### src/rtl/mono_to_stereo_packet_converter.sv
// Mono-to-stereo AXI-Stream packetiser.
// Each accepted mono sample is emitted as a two-beat packet: left beat, then a
// right beat with TLAST. Both beats carry the sample unchanged. A small FIFO
// absorbs TREADY stalls. A sample that arrives while the FIFO is full, with no
// pop in the same cycle, is dropped and sets the sticky overflow flag.
//
// Ports:
//   M_AXIS_ACLK        clock, rising edge
//   M_AXIS_ARESETN     asynchronous active-low reset
//   mono_sample_valid  single-cycle qualifier for mono_sample
//   mono_sample        mono sample in
//   M_AXIS_TVALID      beat valid (registered)
//   M_AXIS_TDATA       channel sample (registered)
//   M_AXIS_TLAST       high on the right-channel beat (registered)
//   M_AXIS_TREADY      downstream ready
//   fifo_count         registered FIFO occupancy, 0..FIFO_DEPTH
//   overflow           sticky drop flag, cleared only by reset
module mono_to_stereo_packet_converter #(
    parameter int unsigned DATA_WIDTH = 32,
    parameter int unsigned FIFO_DEPTH = 8,
    parameter int unsigned ADDR_WIDTH = 3
) (
    input  logic                  M_AXIS_ACLK,
    input  logic                  M_AXIS_ARESETN,
    input  logic                  mono_sample_valid,
    input  logic [DATA_WIDTH-1:0] mono_sample,
    output logic                  M_AXIS_TVALID,
    output logic [DATA_WIDTH-1:0] M_AXIS_TDATA,
    output logic                  M_AXIS_TLAST,
    input  logic                  M_AXIS_TREADY,
    output logic [ADDR_WIDTH:0]   fifo_count,
    output logic                  overflow
);

    localparam int unsigned CNT_W = ADDR_WIDTH + 1;
    localparam logic [CNT_W-1:0] DEPTH_C = CNT_W'(FIFO_DEPTH);

    typedef enum logic [1:0] {
        IDLE       = 2'd0,
        SEND_LEFT  = 2'd1,
        SEND_RIGHT = 2'd2
    } state_t;

    state_t                state;
    logic [DATA_WIDTH-1:0] mem [FIFO_DEPTH];
    logic [ADDR_WIDTH-1:0] wr_ptr;
    logic [ADDR_WIDTH-1:0] rd_ptr;
    logic [CNT_W-1:0]      count;
    logic [DATA_WIDTH-1:0] hold;
    logic                  tvalid_q;
    logic                  tlast_q;
    logic                  overflow_q;

    logic                  pop_c;
    logic                  wr_c;
    logic                  not_empty_c;

    // Pop/push decisions use the occupancy before any same-cycle write.
    always_comb begin
        pop_c       = 1'b0;
        not_empty_c = (count != '0);
        if (not_empty_c) begin
            if (state == IDLE) begin
                pop_c = 1'b1;
            end else if (state == SEND_RIGHT && M_AXIS_TREADY) begin
                pop_c = 1'b1;
            end
        end
        wr_c = mono_sample_valid && ((count < DEPTH_C) || pop_c);
    end

    // Sample storage; no reset needed, contents are qualified by count.
    always_ff @(posedge M_AXIS_ACLK) begin
        if (wr_c) begin
            mem[wr_ptr] <= mono_sample;
        end
    end

    // Pointers, occupancy and sticky overflow.
    always_ff @(posedge M_AXIS_ACLK or negedge M_AXIS_ARESETN) begin
        if (!M_AXIS_ARESETN) begin
            wr_ptr     <= '0;
            rd_ptr     <= '0;
            count      <= '0;
            overflow_q <= 1'b0;
        end else begin
            if (wr_c) begin
                wr_ptr <= wr_ptr + ADDR_WIDTH'(1);
            end
            if (pop_c) begin
                rd_ptr <= rd_ptr + ADDR_WIDTH'(1);
            end
            if (wr_c && !pop_c) begin
                count <= count + CNT_W'(1);
            end else if (pop_c && !wr_c) begin
                count <= count - CNT_W'(1);
            end
            if (mono_sample_valid && !wr_c) begin
                overflow_q <= 1'b1;
            end
        end
    end

    // Packet FSM with registered AXIS outputs; hold drives TDATA directly.
    always_ff @(posedge M_AXIS_ACLK or negedge M_AXIS_ARESETN) begin
        if (!M_AXIS_ARESETN) begin
            state    <= IDLE;
            hold     <= '0;
            tvalid_q <= 1'b0;
            tlast_q  <= 1'b0;
        end else begin
            case (state)
                IDLE: begin
                    if (pop_c) begin
                        hold     <= mem[rd_ptr];
                        state    <= SEND_LEFT;
                        tvalid_q <= 1'b1;
                        tlast_q  <= 1'b0;
                    end
                end
                SEND_LEFT: begin
                    if (M_AXIS_TREADY) begin
                        state   <= SEND_RIGHT;
                        tlast_q <= 1'b1;
                    end
                end
                SEND_RIGHT: begin
                    if (M_AXIS_TREADY) begin
                        if (pop_c) begin
                            hold    <= mem[rd_ptr];
                            state   <= SEND_LEFT;
                            tlast_q <= 1'b0;
                        end else begin
                            state    <= IDLE;
                            tvalid_q <= 1'b0;
                            tlast_q  <= 1'b0;
                        end
                    end
                end
                default: begin
                    state    <= IDLE;
                    tvalid_q <= 1'b0;
                    tlast_q  <= 1'b0;
                end
            endcase
        end
    end

    assign M_AXIS_TVALID = tvalid_q;
    assign M_AXIS_TDATA  = hold;
    assign M_AXIS_TLAST  = tlast_q;
    assign fifo_count    = count;
    assign overflow      = overflow_q;

endmodule

### config.mk
export PLATFORM = sky130hd
export DESIGN_NAME = mono_to_stereo_packet_converter
export DESIGN_NICKNAME = d
export VERILOG_FILES = /design/src/rtl/mono_to_stereo_packet_converter.sv
export SDC_FILE = /design/constraint.sdc
export NUM_CORES = 1
export LEC_CHECK = 0
export ABC_AREA = 1
export CAP_MARGIN = 20
export CELL_PAD_IN_SITES_DETAIL_PLACEMENT = 1
export CELL_PAD_IN_SITES_GLOBAL_PLACEMENT = 1
export CORE_AREA = 5 5 185 187
export DETAILED_ROUTE_END_ITERATION = 12
export DIE_AREA = 0 0 190 192
export PLACE_DENSITY_LB_ADDON = 0.12
export SYNTH_ARGS = -nofsm -noshare
export SYNTH_HDL_FRONTEND = slang
export SYNTH_SLANG_ARGS = --single-unit
### constraint.sdc
create_clock -name M_AXIS_ACLK -period 6.6 [get_ports M_AXIS_ACLK]
set_clock_uncertainty 0.2 [all_clocks]
set_input_delay 1.98 -clock M_AXIS_ACLK [delete_from_list [all_inputs] [get_ports M_AXIS_ACLK]]
set_output_delay 1.98 -clock M_AXIS_ACLK [all_outputs]
set_load 0.02 [all_outputs]
==> results.yml <==
timing:
  rsz0062_at_grt: "false"
  relSlewSlack_pct: 30.6
  fin_ws_ps: 2210
  finalMaxSlewViolations: 0
  setup_tns_ps: 0
  tightestPinTransition_ps: 1040
  whs_ps: 272
  hold_violations: 0
  min_period_over_period_pct: 66.6
  setup_violations: 0
  period_minus_slack_ps: 4390
  max_freq_ghz: 0.228
clock_tree:
  cts_buffers: 36
  postCtsSetupBuffers: 0
  clock_latency_ps: 500
  tritoncts: "built"
  clockBufferDepth: 3
  clock-root-buffer: "clkbuf_16"
  cts_resized: 0
  path_clk_slew_ps: 50
  cts_hold_buf: 0
  clock_sink_count: 302
  htreeDepth: 2
die:
  start_util_pct: 39.4
  die_width_um: 190
  die_area_um2: 36500
  core_um2: 32300
  row_count: 66
  die_h_um: 192
  ios: 75
finish:
  layout-drive-gt1-share_pct: 6.47
  diodes: 0
  stdcell_area_um2: 15100
  seq_area_um2: 8850
  area_growth_pct: 18.8
  fin_nets: 1329
  multi_input_area_um2: 2880
  fillCellCount: 3507
global_routing:
  grt_max_degree: 75
  antenna_found_initial: 0
  grt_usage_pct: 17.0
  grt_overflow: 0
  grt_pass1_vias: 8857
  grt_pass1_wl_um: 48900
pwr:
  total_power_w: 0.00687
  cellPowerDensity_nw_per_um2: 455
  max-vdd-ir-drop_v: 0.000219
  power.leakage_nw: 6.47
synthesis:
  yosys.cell_types.count: 20
  synth_cells: 1217
  ys_warn_count: 0
  syn_nets: 1259
  ys_ff_latch: 302
  ys_seq_area_share_pct: 69.5
  postSynthAreaPerCell_um2: 10.5
  synthesis.area_um2: 12700
route:
  wl_per_cell_um: 17.5
  dr.pass1.iters: 4
  vias: 8405
  drt_first_iter_violations: 434
  drc: 0
  avgViaCountPerCell: 4.79
  ant_nets: 0
  wl_um: 30700
worst_setup_path:
  cp.arrival_ps: 4580
  path_max_fanout: 20
  required_ps: 6790
  critPathKind: "in2reg"
  crit_path_end_kind: "register"
  worstSetupStartpointType: "primary input"
placement:
  dp_slack_ps: 1550
  gp_congestion: 0.715
  port_buffers: 74
  dpl.hpwl_um: 18000
  placed_cell_area_um2: 14000
status:
  status: "complete, no violations"
job:
  drv_cap: 0
min_path:
  hold_class: "reg2reg"
==> final timing paths <==
kind                                    end            from  cells after the start  slack (ps)
min reg2reg                        overflow        overflow                      1         270
max reg2reg                 M_AXIS_TDATA[3]       rd_ptr[0]                      9        3330
min in group asynchronous  M_AXIS_TDATA[31]  M_AXIS_ARESETN                      2        1410
min                                overflow        overflow                      1         270
max                           fifo_count[3]   M_AXIS_TREADY                     16        2210
max in group asynchronous         rd_ptr[1]  M_AXIS_ARESETN                      2        4210
==> power breakdown <==
group	internal, W	switching [W]
clock network	0.00111	0.000737
logic	0.000783	0.00150
registers	0.00244	0.000301
==> registers in the layout (all words and copies together), names as in the netlist <==
name and flops:
rd_ptr 3, fifo_count 4, mem 256, wr_ptr 3, overflow 1, M_AXIS_TDATA 32, M_AXIS_TVALID 1, state 2
==> logic make-up after synthesis <==
family                   count (synthesis)  synth area share, %
adder cells (fa/ha/maj)                  6                0.649
XOR/XNOR                                 4                0.275
flip-flops                             302                 69.5
buffers and inverters                  263                 8.38
AND/OR/NAND/NOR                        632                 20.8
AO/OA/AOI/OAI                           10                0.423
==> stage by stage <==
| stage | utilization (%) | instances |
|---|---|---|
| after floorplan | - | 1217 |
| after global placement | 42.9 | 1686 |
| after detailed placement | 43.3 | 1690 |
| after CTS | 46.7 | 1754 |
| after global routing | 46.8 | 1755 |
| final | 46.8 | 1755 |
==> cell usage in the layout, fill, tap and decap left out, drive strengths merged <==
master,netlist,final
a21oi,3,3
a31o,1,1
buf,51,16
bufinv,0,1
clkbuf,6,51
clkdlybuf4s50,0,73
clkinv,0,14
dfrtp,46,46
edfxtp,256,256
fa,1,1
ha,5,5
inv,206,204
nand2,415,415
nand3,201,201
nor2,16,16
o21ai,6,6
xnor2,2,2
xor2,2,2
==> critical path, cell delays in order <==
cell and delay [ps]:
clkdlybuf4s50_1 500, inv_1 60, a21oi_1 150, nand2_2 340, nand2_4 210, nand2_4 150
inv_1 90, ha_1 160, inv_1 90, ha_1 330, a21oi_1 200, nand2_1 60
o21ai_0 70, nand2_1 70, nand2_1 60, nand2_1 50
==> synthesized netlist by cell type <==
cell type	n	area, um^2
nand2_1	413	1550
edfxtp_1	256	7690
inv_1	205	769
nand3_1	200	1000
dfrtp_1	46	1150
buf_2	39	195
nor2_1	16	60.1
buf_1	8	30.0
clkbuf_1	6	22.5
o21ai_0	6	30.0
ha_1	5	62.6
buf_6	4	45.0
a21oi_1	3	15.0
nand2_4	2	22.5
xnor2_1	2	17.5
xor2_1	2	17.5
a31o_2	1	8.76
fa_1	1	20.0
inv_2	1	3.75
nand3_2	1	10.0
==> metal layers <==
metal / vias up / wire length [um] / global-route usage (%)
met5: - / 0 / 0
met4: 0 / 585 / 4.06
met3: 50 / 1000 / 2.53
met2: 117 / 15000 / 29.7
met1: 4188 / 14000 / 22.5
li1: 4050 / - / -
==> cell type report <==
cell class              count  share of cell area [%]
clock buffers              51                    6.74
well taps                 442                    3.66
flip-flops and latches    302                    58.5
repair buffers             89                    6.28
clock inverters            13                   0.596
inverters                 206                    5.13
multi-input cells         652                    19.0
(Power assumes the default switching activity.)
==> patch 1 (config.mk and constraints unchanged) <==
Re-encode `state_t` (3 states) as one-hot, 3 bits wide.
--- a/src/rtl/mono_to_stereo_packet_converter.sv
+++ b/src/rtl/mono_to_stereo_packet_converter.sv
@@ -37,6 +37,6 @@
 
-    typedef enum logic [1:0] {
-        IDLE       = 2'd0,
-        SEND_LEFT  = 2'd1,
-        SEND_RIGHT = 2'd2
+    typedef enum logic [2:0] {
+        IDLE       = 3'b001,
+        SEND_LEFT  = 3'b010,
+        SEND_RIGHT = 3'b100
     } state_t;
Formal check against the unedited RTL: same outputs for any inputs over 4 cycles, from zero or initial values and one cycle with M_AXIS_ARESETN low; so few cycles prove little.
==> patch 1 against the original RTL <==
Sequential cell count up 1. Core utilization down 1.8 points. First-iteration DRC count up 9.0%. Synthesized area down 3.8%. Power up 1.7%. Die area unchanged. Worst setup slack worse by 0.28 ns. Non-clock buffer count down 1. Final area down 3.8%. Worst hold slack worse by 0.0074 ns. Sequential power down 3%. Clock power up 9.7%. Routed wire length down 3.4%. Largest power group unchanged.
==> patch 1: results (changes against the original RTL) <==
- Clock buffers and inverters, area share: 0.0834 (+0.0100)
- Iter 0 DRT Violations: 473 (+9.0%)
- The number of cell instances on the worst register-to-register path was 7 (-2).
* Slew at the pin closest to its max-slew limit: 0.871 ns (-0.167 ns)
- The buffering overhead came to 0.0592 (-0.00355).
- Post-synthesis async set-or-reset flop share: 0.155 (+0.00280)
* Number of buffers outside the clock class in the layout: 88 (-1.1%)
* Count of cell types in the netlist: 28 (+40%)
- Wire length of the first global-routing pass: 47.0 mm (-3.8%)
- The fraction of the mapped netlist area in adder cells was 0.00675 (+0.000258).
- The number of ordinary inverters in the final layout came to 30 (-85%).
* Sequential element share of the synthesized area: 0.725 (+0.0298)
- The met1 routing resource usage after global routing is 0.220 (-0.00519).
- The number of global-route vias before repair was 8220 (-7.2%).
* Sequential cells: 303 (+0.33%)
* GRT Total Usage: 0.164 (-0.00582)
* Largest net degree at the start of global routing: 79 (+5.3%)
- DPL Wire Length: 17.0 mm (-6.0%)
- Slowest stage delay, CP: 0.70 ns (+0.20 ns)
- The global routing usage on met2 came to 0.282 (-0.0147).
* Count of filler cells inserted in the layout: 3394 (-3.2%)
* Leakage dissipation: 0.00547 µW (-15%)
- Post-detailed-route via-to-cell ratio: 4.98 (+4.1%)
* CLK BUF: 40 (-22%)
* Share of layout cells above drive strength 1: 0.0809 (+0.0162)
- Cell with the largest stage delay on the worst path: sky130_fd_sc_hd__nor2_4
* Share of the synthesized area in compound gates (AO/OA/AOI/OAI): 0.0413 (+0.0371)
- The flow ran to the end, and the final reports show no timing, DRC or antenna violations.
- By count the netlist is led by sky130_fd_sc_hd__nand2_1 (281), sky130_fd_sc_hd__edfxtp_1 (256), sky130_fd_sc_hd__nor2_1 (153).
- The multi-input gate count came to 653 (+0.15%).
patch 1: routing by layer:
metal / vias to the layer above / share of wire
li1: 3714 / -
met1: 3984 / 0.46
met2: 126 / 0.48
met3: 45 / 0.029
met4: 0 / 0.023
met5: - / 0
patch 1: worst paths after layout:
kind                            slack (ns)      startpoint         endpoint
worst min register to register        0.26   M_AXIS_TVALID    M_AXIS_TVALID
min in group asynchronous             1.42  M_AXIS_ARESETN  M_AXIS_TDATA[4]
worst max-delay path                  1.92   M_AXIS_TREADY       mem[2][22]
worst max register to register        3.31        state[0]       mem[2][22]
worst min-delay path                  0.26   M_AXIS_TVALID    M_AXIS_TVALID
max in group asynchronous             4.22  M_AXIS_ARESETN        rd_ptr[0]
patch 1: per-stage QoR:
step	worst slack (ns)	area, µm²	utilization	instances
after global routing	1.74	14500	0.450	1579
after global placement	1.41	13300	0.412	1515
final	1.92	14500	0.450	1579
after CTS	1.86	14500	0.449	1578
after detailed placement	1.33	13300	0.412	1515
after floorplan	2.12	12200	-	1042
patch 1: power by group:
part / leakage [µW] / internal (µW) / switching (µW) / total, µW
clock network: 0.000600 / 1260 / 763 / 2030
logic: 0.00198 / 763 / 1530 / 2290
registers: 0.00289 / 2450 / 222 / 2670
total: 0.00547 / 4470 / 2520 / 6990
patch 1: logic make-up (layout without fill, tap and decap cells):
kind of cell / count (synthesis) / in the layout
adder cells (fa/ha/maj): 6 / 6
AND/OR/NAND/NOR: 549 / 549
buffers and inverters: 86 / 181
flip-flops: 303 / 303
AO/OA/AOI/OAI: 92 / 92
XOR/XNOR: 6 / 6
patch 1: tightest hold or removal path: cells and delay by family (launching register included):
| kind | cells | cell delay [ns] |
|---|---|---|
| flops | 1 | 0.34 |
| simple gates | 2 | 0.09 |
==> patch 2 (same settings) <==
Made on the original files. Change the parameter `DATA_WIDTH` from 32 to 40.
--- a/src/rtl/mono_to_stereo_packet_converter.sv
+++ b/src/rtl/mono_to_stereo_packet_converter.sv
@@ -18,3 +18,3 @@
 module mono_to_stereo_packet_converter #(
-    parameter int unsigned DATA_WIDTH = 32,
+    parameter int unsigned DATA_WIDTH = 40,
     parameter int unsigned FIFO_DEPTH = 8,
Interface: changed (resized M_AXIS_TDATA and mono_sample); port bits go from 75 to 91. The function was not compared with the original's and may differ.
==> patch 2 against the original RTL <==
Worst setup slack improved by 0.039 ns. Final area increased by 22%. Sequential share of layout area up 0.97 points. Power grew 25%. Synthesized area rose by 24%. Critical path depth down 2. Sequential cell count is 72 higher. Routed wire length rose by 32%. Register-to-register slack worse by 0.19 ns. Via count rose by 26%.
==> patch 2: results (changes against the original RTL) <==
- Leakage dissipation: 0.00794 µW (+23%)
* CP Data Arrival Time: 4.57 ns (about the same)
* Post-detailed-placement cell area: 0.0170 mm² (+22%)
* R2R Path End: M_AXIS_TDATA[7]
* Wire length of the first global-routing pass: 63.6 mm (+30%)
- The run finished with clean final reports.
- The proportion of synthesized chip area in sequential cells came to 0.697 (+0.00236).
- Count of cell types in the netlist: 22 (+10%)
- The average instance area after synthesis came to 10.5 µm² (+0.67%).
- The share of post-route cells with drive strength above 1 was 0.0641 (-0.000683).
- The relative contribution of sequential cells to total power came to 0.383 (-0.016).
- The number of flip-flops under the largest register name came to 320 (+25%).
- Min Clock Period, post-route: 4.36 ns (-0.0389 ns)
- The share of cell area taken by flip-flops and latches was 0.595 (+0.00971).
* Post-layout nets: 1626 (+22%)
- PortBufs: 90 (+22%)
- Detailed-route wire length: 40.4 mm (+32%)
- Placed cells: 1974 (+17%)
* Vias post-DR: 10600 (+26%)
- The total of flip-flops plus latches after synthesis came to 374 (+24%).
- Largest net degree at the start of global routing: 95 (+27%)
- The total nets after synthesis was 1544 (+23%).
- The final hold slack was 0.267 ns (-0.00469 ns).
* GRT Total Usage: 0.224 (+0.0539)
* Routability congestion estimate: 0.744 (+4.0%)
* Number of enable flip-flop cells after synthesis: 320 (+25%)
- Crit. Startpoint: M_AXIS_TREADY
- Area of all placed cells without fillers: 0.0184 mm² (+22%)
- The largest incremental delay on the critical path is 0.61 ns (+0.11 ns).
- Internal Pwr Total: 5420 µW (+25%)
- Number of multi-input logic gates: 796 (+22%)
* Peak VDD IR: 256 µV (+17%)
- Areal power density over the cells: 467 mW/mm² (+2.6%)
- Ranked by instance count, the synthesized netlist is headed by sky130_fd_sc_hd__nand2_1 (508), sky130_fd_sc_hd__edfxtp_1 (320), sky130_fd_sc_hd__inv_1 (251).
- Share of power burned in the clock network: 0.278 (+0.009)
- The insertion delay of the later-clocked pin in the worst-skew pair is 0.53 ns (+0.03 ns).
- Clock buffers and inverters, area share: 0.0765 (+0.00309)
- Cts bufs inserted: 41 (+14%)
- Cell with the largest stage delay on the worst path: sky130_fd_sc_hd__buf_4
- The buffering overhead is 0.0581 (-0.00464).
- The maximum fanout count along the critical path came to 45 (+130%).
- The total of clock buffers placed in the layout came to 56 (+9.8%).
- The share of the final layout cell area in multi-input gates came to 0.188 (-0.00223).
- The number of cell instances on the worst register-to-register path is 7 (-2).
- Slew at the pin closest to its max-slew limit: 1.08 ns (+0.0390 ns)
- Number of buffers outside the clock class in the layout: 109 (+22%)
- Iter 0 DRT Violations: 669 (+54%)
- The post-placement setup slack is 1.70 ns (+0.146 ns).
- Cell family with most CP delay: buffers and inverters
- Most area-consuming cells after synthesis: sky130_fd_sc_hd__edfxtp_1 (61%), sky130_fd_sc_hd__nand2_1 (12%), sky130_fd_sc_hd__dfrtp_1 (8.6%)
- Post-synthesis async set-or-reset flop share: 0.144 (-0.00793)
- The register-to-register setup slack was 3.14 ns (-0.19 ns).
- The number of ordinary inverters in the final layout is 254 (+23%).
- Post-detailed-route via-to-cell ratio: 5.15 (+7.6%)
* DPL Wire Length: 22.3 mm (+24%)
-- patch 2: cell families (layout without fill, tap and decap cells) --
| logic type | after synthesis | count (layout) | share of synthesized area |
|---|---|---|---|
| AND/OR/NAND/NOR | 776 | 776 | 0.206 |
| AO/OA/AOI/OAI | 10 | 10 | 0.00342 |
| adder cells (fa/ha/maj) | 6 | 6 | 0.00525 |
| XOR/XNOR | 4 | 4 | 0.00223 |
| buffers and inverters | 324 | 438 | 0.0860 |
| flip-flops | 374 | 374 | 0.697 |
-- patch 2: worst reg2reg max path: cells and delay by family (launching register included) --
family / cells / cell delay, ns
buffers and inverters: 2 / 1.72
flip-flops: 1 / 0.78
AND/OR/NAND/NOR: 5 / 0.65
-- patch 2: per-layer routing --
| layer | global-route usage | wire, µm |
|---|---|---|
| met5 | 0 | 0 |
| met4 | 0.0456 | 602 |
| met3 | 0.0311 | 1810 |
| met2 | 0.398 | 20300 |
| met1 | 0.297 | 17700 |
